<file path="src/rtl/obi_data_arbiter.sv">
// obi_data_arbiter: shares one OBI data master between the core data port
// (requester 0) and the XIF coprocessor memory path (requester 1).
// The address phase is arbitrated combinationally. A granted-but-stalled
// request is held stable until the slave grants it. A small in-order ID FIFO
// records which requester issued each outstanding transaction, so every
// response is routed back to its issuer.
//
// Handshake semantics (OBI):
//   address phase: a transfer happens in the cycle where req && gnt. Once req
//   is raised it must stay high, with stable fields, until gnt is seen.
//   response phase: rvalid has no back-pressure. Each rvalid completes the
//   oldest outstanding transaction.

package obi_data_arbiter_pkg;

  typedef struct packed {
    logic        req;
    logic        we;
    logic [3:0]  be;
    logic [31:0] addr;
    logic [31:0] wdata;
  } obi_req_t;

  typedef struct packed {
    logic        gnt;
    logic        rvalid;
    logic [31:0] rdata;
  } obi_resp_t;

endpackage

module obi_data_arbiter
  import obi_data_arbiter_pkg::*;
#(
  parameter int unsigned MAX_OUTSTANDING = 2,
  parameter bit          FIXED_PRIO      = 1'b0
) (
  input  logic      clk_i,
  input  logic      rst_ni,
  input  obi_req_t  core_req_i,
  output obi_resp_t core_resp_o,
  input  obi_req_t  xif_req_i,
  output obi_resp_t xif_resp_o,
  output obi_req_t  bus_req_o,
  input  obi_resp_t bus_resp_i,
  output logic      busy_o,
  output logic      err_o
);

  localparam int unsigned   CW        = $clog2(MAX_OUTSTANDING + 1);
  localparam int unsigned   PW        = (MAX_OUTSTANDING > 1) ? $clog2(MAX_OUTSTANDING) : 1;
  localparam logic [CW-1:0] COUNT_MAX = CW'(MAX_OUTSTANDING);
  localparam logic [PW-1:0] PTR_LAST  = PW'(MAX_OUTSTANDING - 1);

  // Registered state
  logic          lock_valid_q, lock_valid_d;
  logic          lock_id_q,    lock_id_d;
  logic          rr_last_q,    rr_last_d;
  logic [PW-1:0] wr_ptr_q,     wr_ptr_d;
  logic [PW-1:0] rd_ptr_q,     rd_ptr_d;
  logic [CW-1:0] count_q,      count_d;
  logic          err_q,        err_d;
  logic          fifo_q [MAX_OUTSTANDING];
  logic          fifo_d [MAX_OUTSTANDING];

  // Combinational helpers
  logic full;
  logic winner;
  logic sel;
  logic sel_req;
  logic handshake;
  logic head_id;
  logic pop;
  logic spurious;

  // Circular pointer advance; wraps at MAX_OUTSTANDING so non-power-of-2 depths work.
  function automatic logic [PW-1:0] ptr_inc(input logic [PW-1:0] p);
    return (p == PTR_LAST) ? '0 : p + 1'b1;
  endfunction

  assign full     = (count_q == COUNT_MAX);
  assign head_id  = fifo_q[rd_ptr_q];
  assign pop      = bus_resp_i.rvalid & (count_q != '0);
  assign spurious = bus_resp_i.rvalid & (count_q == '0);

  // Unlocked arbitration: a lone requester wins; a tie goes by priority mode.
  always_comb begin
    winner = 1'b0;
    case ({xif_req_i.req, core_req_i.req})
      2'b01:   winner = 1'b0;
      2'b10:   winner = 1'b1;
      2'b11:   winner = FIXED_PRIO ? 1'b0 : ~rr_last_q;
      default: winner = 1'b0;
    endcase
  end

  // A stalled request freezes the selection until it is granted.
  always_comb begin
    sel     = lock_valid_q ? lock_id_q : winner;
    sel_req = sel ? xif_req_i.req : core_req_i.req;
  end

  // Downstream request mux; nothing is offered while the ID FIFO is full.
  always_comb begin
    bus_req_o     = sel ? xif_req_i : core_req_i;
    bus_req_o.req = sel_req & ~full;
  end

  assign handshake = bus_req_o.req & bus_resp_i.gnt;

  // Route gnt to the selected requester and rvalid/rdata to the FIFO head.
  always_comb begin
    core_resp_o     = '0;
    xif_resp_o      = '0;
    core_resp_o.gnt = handshake & ~sel;
    xif_resp_o.gnt  = handshake & sel;
    if (pop) begin
      if (head_id) begin
        xif_resp_o.rvalid = 1'b1;
        xif_resp_o.rdata  = bus_resp_i.rdata;
      end else begin
        core_resp_o.rvalid = 1'b1;
        core_resp_o.rdata  = bus_resp_i.rdata;
      end
    end
  end

  // Lock tracking: set on a stalled request, released by gnt or by a dropped req.
  always_comb begin
    lock_valid_d = lock_valid_q;
    lock_id_d    = lock_id_q;
    if (lock_valid_q && !sel_req) begin
      lock_valid_d = 1'b0;
    end
    if (handshake) begin
      lock_valid_d = 1'b0;
    end else if (bus_req_o.req) begin
      lock_valid_d = 1'b1;
      lock_id_d    = sel;
    end
  end

  // Round-robin history: remember the last granted requester.
  always_comb begin
    rr_last_d = handshake ? sel : rr_last_q;
  end

  // ID FIFO: push the issuer on each handshake, pop on each valid response.
  always_comb begin
    fifo_d   = fifo_q;
    wr_ptr_d = wr_ptr_q;
    rd_ptr_d = rd_ptr_q;
    if (handshake) begin
      fifo_d[wr_ptr_q] = sel;
      wr_ptr_d         = ptr_inc(wr_ptr_q);
    end
    if (pop) begin
      rd_ptr_d = ptr_inc(rd_ptr_q);
    end
  end

  // Outstanding count: a push and a pop in the same cycle cancel out.
  always_comb begin
    count_d = count_q;
    case ({handshake, pop})
      2'b10:   count_d = count_q + 1'b1;
      2'b01:   count_d = count_q - 1'b1;
      default: count_d = count_q;
    endcase
  end

  // Sticky error for a response that has no outstanding transaction.
  always_comb begin
    err_d = err_q | spurious;
  end

  // Control state registers with synchronous active-low reset.
  always_ff @(posedge clk_i) begin
    if (!rst_ni) begin
      lock_valid_q <= 1'b0;
      lock_id_q    <= 1'b0;
      rr_last_q    <= 1'b1;
      wr_ptr_q     <= '0;
      rd_ptr_q     <= '0;
      count_q      <= '0;
      err_q        <= 1'b0;
    end else begin
      lock_valid_q <= lock_valid_d;
      lock_id_q    <= lock_id_d;
      rr_last_q    <= rr_last_d;
      wr_ptr_q     <= wr_ptr_d;
      rd_ptr_q     <= rd_ptr_d;
      count_q      <= count_d;
      err_q        <= err_d;
    end
  end

  // FIFO payload needs no reset: count_q gates every read of it.
  always_ff @(posedge clk_i) begin
    fifo_q <= fifo_d;
  end

  assign busy_o = (count_q != '0);
  assign err_o  = err_q;

endmodule
</file>
<file path="config.mk">
export PLATFORM = sky130hd
export DESIGN_NAME = obi_data_arbiter
export DESIGN_NICKNAME = d
export VERILOG_FILES = /design/src/rtl/obi_data_arbiter.sv
export SDC_FILE = /design/constraint.sdc
export NUM_CORES = 1
export LEC_CHECK = 0
export ABC_AREA = 1
export ABC_CLOCK_PERIOD_IN_PS = 2000
export BUFFER_PORTS_ARGS = -buffer_cell sky130_fd_sc_hd__buf_4
export CAP_MARGIN = 10
export CORE_AREA = 2 2 122 124
export DETAILED_ROUTE_END_ITERATION = 16
export DIE_AREA = 0 0 124 126
export PLACE_DENSITY = 0.5
export SLEW_MARGIN = 30
export SYNTH_ARGS = -nofsm -noshare
export SYNTH_HDL_FRONTEND = slang
export SYNTH_SLANG_ARGS = --single-unit
</file>
<file path="constraint.sdc">
create_clock -name clk_i -period 2 [get_ports clk_i]
set_input_delay 0.2 -clock clk_i [delete_from_list [all_inputs] [get_ports clk_i]]
set_output_delay 0.2 -clock clk_i [all_outputs]
set_load 0.01 [all_outputs]
</file>
==> flow_summary_export.csv, run 1 <==
group,metric,value,unit
outcome,status,"finished clean",
place,place_congestion,0.779,
setup_path,reg2regPathDepth,8,
cts,clockRootBuffer,"clkbuf_16",
setup_path,path_delay_family,"buffers and inverters",
sta,slew_violations,0,
worst_hold_path,hp-class,"input port to flip-flop",
final_layout,instances_no_fill,884,
floorplanning,core.rowCount,44,
routing,drtIter0Drc,110,
yosys,synth_seq_cells,10,
final_layout,diodes,0,
global_routing,overflow,0,
routing,dr.pass1.iters,4,
setup_path,startpoint,"lock_valid_q",
cts,numCtsBuffers,3,
floorplanning,start_util,14.4,%
setup_path,required,1800,ps
setup_path,crit_chain,"inv_2 > nand3_2 > nand2_4 > inv_2 > buf_12 > nand2_1 > nand2_1 > buf_4",
sta,finalSetupTns,0,ps
sta,period_needed,1830,ps
global_routing,grt_usage,13.5,%
setup_path,cp_slowest_cell,"dfxtp_1",
sta,setup_ws,167,ps
yosys,synth_most_common_cell,"nand2_1",
place,port_buffers,315,
cts,cts_hold_buf,0,
yosys,synth_top_cell_area_share,39.2,%
yosys,synth.net_count,572,
setup_path,crit_type,"flip-flop to output pin",
global_routing,grt_pass1_vias,3176,
routing,wl_per_cell,12.9,um
sta,rsz0062_at_grt,"no",
floorplanning,fp.coreArea,14300,um2
floorplanning,design.die.area,15600,um2
floorplanning,die_h,126,um
routing,vias_per_cell,3.78,
cts,clock_latency,240,ps
global_routing,grt_max_degree,70,
cts,clockBufferDepth,2,
yosys,seq_area_frac_synth,10.7,%
pwr,peakVddDrop,0.000252,V
cts,cts_tree,"yes",
setup_path,cp_num_cells,8,
routing,drc,0,
yosys,ys_top_cells_by_count,"215 x nand2_1, 42 x nor2_1, 41 x inv_1",
sta,max_slew_margin,59.7,%
yosys,synth_edf_count,2,
run,cap_violations,0,
setup_path,start_kind,"flip-flop",
sta,finalHoldViolations,0,
final_layout,drive_gt1_share,53.4,%
final_layout,nets,878,
yosys,yosys.area.top_type,"nand2_1",
setup_path,crit_buf_inv,4,
sta,clock_skew,2.21,ps
global_routing,grt_pass1_wl,16.5,mm
setup_path,crit_path_end_kind,"output pin",
setup_path,r2r-end,"count_q[1]",
final_layout,syn2layout_area_growth,128,%
sta,setup_viol,0,
sta,max_freq,546,MHz
routing,wirelength,11.4,mm
sta,finalCritPeriodShare,91.6,%
setup_path,ff2ff_setup_slack,250,ps
place,dpl.cell_count,880,
yosys,synth_area,2060,um2
yosys,syn_inst,395,
setup_path,crit_arrival,1630,ps
floorplanning,chipWidth,124,um
yosys,syn_avg_cell_area,5.22,um2
setup_path,r2r-start,"lock_valid_q",
yosys,synthArstFlopShare,0,%
pwr,power.density,540,nW/um2
setup_path,cp_max_fo,38,
cts,htreeDepth,1,
pwr,p_leak,2.85,nW
place,place_ws,259,ps
routing,vias,3343,
yosys,ys.flop_type,"dfxtp_1",
yosys,ys_types,27,
routing,antenna_left,0,
yosys,yosys_warnings,0,
global_routing,antenna_found_initial,1,
floorplanning,io-pin-count,316,
setup_path,crit_path_end,"bus_req_o[68]",
cts,clk_pin_slew,40,ps
setup_path,cpPeakStageDelay,370,ps
yosys,synthTopCellsByArea,"nand2_1 39%, nor2_4 16%, dfxtp_1 7.8%",
sta,worst_slew_pin_slew,605,ps
place,dpl.hpwl,9.69,mm
cts,cts_num_sinks,10,
[cells by family after synthesis]
| group | count (synthesis) | synth area share, % |
|---|---|---|
| AOI/OAI and AO/OA | 10 | 2.61 |
| adders and majority gates | 1 | 0.607 |
| buffers and inverters | 69 | 15.0 |
| DFF | 10 | 10.7 |
| and+or+nand+nor | 305 | 71.1 |
[worst min-delay path: stages]
cell	delay, ps
buf_4	120
nand3_1	70
inv_1	50
[flip-flops by register name, summed over array words and instances (netlist names)]
name,cells
count_q,2
fifo_q,2
err_o,1
lock_id_q,1
lock_valid_q,1
rd_ptr_q,1
rr_last_q,1
wr_ptr_q,1
[report_power, final]
part	total [mW]	switching [mW]	leakage (nW)	internal [mW]
Sequential	0.267	0.0220	0.0850	0.245
Combinational	1.87	0.975	2.72	0.900
Clock	0.402	0.100	0.0442	0.301
[placed cells by master (no fill, tap or decap), types with 2 or more instances in the layout]
master     count
or2_1          2
nand2_4        3
dfxtp_1        8
a21oi_1        4
nand3_2        2
clkbuf_16      3
edfxtp_1       2
nor2_1        42
nand2_1      215
o21ai_0        4
nand2_2        2
buf_12         3
nor2_2         2
nand3_1        3
buf_4        318
nor2_4        30
inv_2          6
inv_1         41
[cell type report]
cell class,instances,area [um2]
Fill cell,1631,9610
Sequential cell,10,220
Inverter,49,189
Tap cell,184,230
Multi-Input combinational cell,316,1530
Clock buffer,4,88.8
Timing Repair Buffer,321,2450
[per-layer routing]
| layer | vias to the layer above | global-route usage, % | share of wire [%] | wire length [um] |
|---|---|---|---|---|
| met5 | - | 0 | 0.11 | 13 |
| met4 | 2 | 2.38 | 1.1 | 127 |
| met3 | 10 | 5.30 | 13 | 1540 |
| met2 | 194 | 25.1 | 50 | 5690 |
| met1 | 1385 | 14.2 | 35 | 4050 |
| li1 | 1752 | - | - | - |
[stage by stage]
stage                     area (um2)  hold slack (ps)  power (mW)  utilization [%]
after floorplan                 2060              320        1.19                -
after CTS                       4710              237        2.58             32.9
after detailed placement        4620              462        2.17             32.2
after global routing            4710              245        2.77             32.9
after global placement          4620              457        2.17             32.2
final                           4710              235        2.54             32.9
[timing repair]
action	4_1_cts	5_1_grt
gates resized for setup	1	0
buffers inserted	0	0
setup endpoints to repair	2	0
[worst min path at each step]
stage | start | end | slack, ps | depth (start not counted)
final | rst_ni | lock_valid_q | 240 | 3
after global routing | rst_ni | lock_id_q | 240 | 3
after CTS | rst_ni | lock_valid_q | 240 | 3
after detailed placement | rr_last_q | rr_last_q | 460 | 2
after global placement | rr_last_q | rr_last_q | 460 | 2
after floorplan | rst_ni | lock_id_q | 320 | 2
Note: power is estimated with default switching activity, not from simulation.
==> inputs of run 2 (changes only) <==
--- a/config.mk
+++ b/config.mk
@@ -6,13 +6,13 @@
 export NUM_CORES = 1
 export LEC_CHECK = 0
 export ABC_AREA = 1
-export ABC_CLOCK_PERIOD_IN_PS = 2000
+export ABC_CLOCK_PERIOD_IN_PS = 1580
 export BUFFER_PORTS_ARGS = -buffer_cell sky130_fd_sc_hd__buf_4
 export CAP_MARGIN = 10
-export CORE_AREA = 2 2 122 124
+export CORE_AREA = 2 2 121 123
 export DETAILED_ROUTE_END_ITERATION = 16
-export DIE_AREA = 0 0 124 126
-export PLACE_DENSITY = 0.5
+export DIE_AREA = 0 0 123 125
+export PLACE_DENSITY = 0.52
 export SLEW_MARGIN = 30
 export SYNTH_ARGS = -nofsm -noshare
 export SYNTH_HDL_FRONTEND = slang
==> constraint.sdc (replaced) <==
create_clock -name clk_i -period 1.58 [get_ports clk_i]
set_input_delay 0.158 -clock clk_i [delete_from_list [all_inputs] [get_ports clk_i]]
set_output_delay 0.158 -clock clk_i [all_outputs]
set_load 0.01 [all_outputs]
==> flow_summary_export.csv, run 2 (synthesis gave the netlist of run 1 again) <==
group,metric,value,unit
sta,rsz0062_at_grt,"yes",
global_routing,grt_usage,15.6,%
place,placed_area,4710,um2
setup_path,crit_buf_inv,5,
routing,wirelength,15.1,mm
setup_path,crit_path_end_kind,"output pin",
global_routing,antenna_found_initial,0,
sta,worst_slew_pin_slew,234,ps
cts,clk_pin_slew,40,ps
sta,period_needed,1720,ps
final_layout,drive_gt1_share,81.6,%
routing,vias,3831,
floorplanning,fp.coreArea,14200,um2
global_routing,overflow,0,
floorplanning,design.die.area,15400,um2
final_layout,design_area,7050,um2
sta,setup_viol,132,
cts,cts_num_sinks,10,
sta,finalHoldViolations,0,
outcome,status,"finished, violations left",
pwr,power.switching,2.12,mW
sta,finalCritPeriodShare,109,%
place,place_congestion,0.799,
sta,clock_skew,1.00,ps
setup_path,crit_chain,"inv_4 > nand2_4 > nand2_8 > nor2_4 > clkinv_4 > buf_12 > buf_4 > nor2_2 > buf_4",
sta,setup_ws,-140,ps
final_layout,top_regs,"count_q (2), fifo_q (2)",
setup_path,crit_arrival,1560,ps
pwr,peakVddDrop,0.000342,V
pwr,power_frac_seq,7.0,%
routing,drc,0,
final_layout,final_cell_mix,"219 x buf_4, 124 x buf_6, 87 x nand2_2, 66 x nand2_1, 65 x nand2_4",
place,dpl.hpwl,9.81,mm
floorplanning,io-pin-count,316,
cts,cts_tree,"yes",
place,port_buffers,315,
cts,numCtsBuffers,3,
sta,max_freq,581,MHz
sta,max_slew_margin,84.4,%
global_routing,grt_pass1_wl,18.8,mm
pwr,finalPower,5.02,mW
final_layout,final_common_cell,"buf_4",
sta,slew_violations,0,
routing,vias_per_cell,4.08,
setup_path,crit_type,"flip-flop to output pin",
worst_hold_path,min_path_cells,3,
cts,htreeDepth,1,
floorplanning,core.rowCount,44,
setup_path,cp_num_cells,9,
pwr,power_frac_comb,84.0,%
final_layout,utilization,49.6,%
routing,antenna_left,0,
cts,clockRootBuffer,"clkbuf_16",
setup_path,cp_max_fo,5,
setup_path,reg2regPathDepth,10,
setup_path,path_common_cell,"buf_4",
pwr,clockPowerShare,9.1,%
worst_hold_path,hp-class,"input port to flip-flop",
outcome,violations,"setup timing",
global_routing,grt_pass1_vias,3478,
pwr,switching_share,42.3,%
setup_path,cpPeakStageDelay,350,ps
run,cap_violations,0,
floorplanning,chipWidth,123,um
routing,drtIter0Drc,73,
floorplanning,die_h,125,um
setup_path,ff2ff_setup_slack,0,ps
setup_path,cp_slowest_cell,"dfxtp_2",
global_routing,grt_max_degree,30,
setup_path,required,1420,ps
pwr,p_int,2.90,mW
final_layout,syn2layout_area_growth,242,%
cts,clockBufferDepth,2,
floorplanning,start_util,14.5,%
routing,dr.pass1.iters,4,
cts,clock_latency,240,ps
final_layout,nets,934,
pwr,p_leak,3.73,nW
setup_path,start_kind,"flip-flop",
routing,wl_per_cell,16.1,um
final_layout,diodes,0,
pwr,power.density,712,nW/um2
setup_path,path_delay_family,"buffers and inverters",
run 2: cell count changes in the layout (fill, tap and decap cells not counted), sizes merged:
cell | before | now
clkbuf | 4 | 13
buf | 321 | 366
inv | 48 | 47
clkinv | 1 | 4
run 2: final timing paths:
| check | start | endpoint |
|---|---|---|
| setup / recovery | count_q[0] | xif_resp_o[0] |
| hold / removal | rst_ni | lock_id_q |
| setup reg to reg | lock_valid_q | count_q[1] |
| hold reg to reg | rr_last_q | rr_last_q |
run 2: worst min-delay path: cells and delay by family:
kind	cells	cell delay (ps)
buf+inv	1	140
simple gates	2	90
run 2: per-layer routing:
metal	vias up	wire, um	GRT usage, %
met5	-	0	0
met4	0	124	1.74
met3	9	1560	5.29
met2	191	8580	31.2
met1	1759	4840	15.7
li1	1872	-	-
run 2: power by group through the flow:
stage	registers, mW	logic, mW	clock network (mW)
after global placement	0.341	2.51	0
after floorplan	0.339	1.17	0
after detailed placement	0.342	2.50	0
after global routing	0.355	4.49	0.477
after CTS	0.340	3.06	0.463
final	0.349	4.21	0.455
run 2: what timing repair did:
action                                  in CTS  in global routing
endpoints found under the setup margin     125                137
setup buffers                               11                 18
resized for setup                          111                343
gates cloned                                 7                 12
hold buffers                                 0                  0
pin swaps                                   17                 49
endpoints found under the hold margin        0                  0
run 2: final cells by class:
class | instances | area, um2
clock buffers | 3 | 75.1
fillers | 1380 | 7150
flip-flops and latches | 10 | 226
repair inverters | 1 | 16.3
repair buffers | 376 | 3790
well taps | 184 | 230
multi-input cells | 316 | 2490
clock inverters | 1 | 3.75
inverters | 49 | 218
run 2: through the flow:
stage | TNS, ps | cells | hold slack (ps) | setup slack, ps
after floorplan | 0 | 395 | 278 | 17.3
after global placement | 0 | 889 | 437 | 59.1
after detailed placement | 0 | 889 | 440 | 5.76
after CTS | -7210 | 911 | 198 | -122
after global routing | -18820 | 940 | 218 | -187
final | -9610 | 940 | 198 | -140
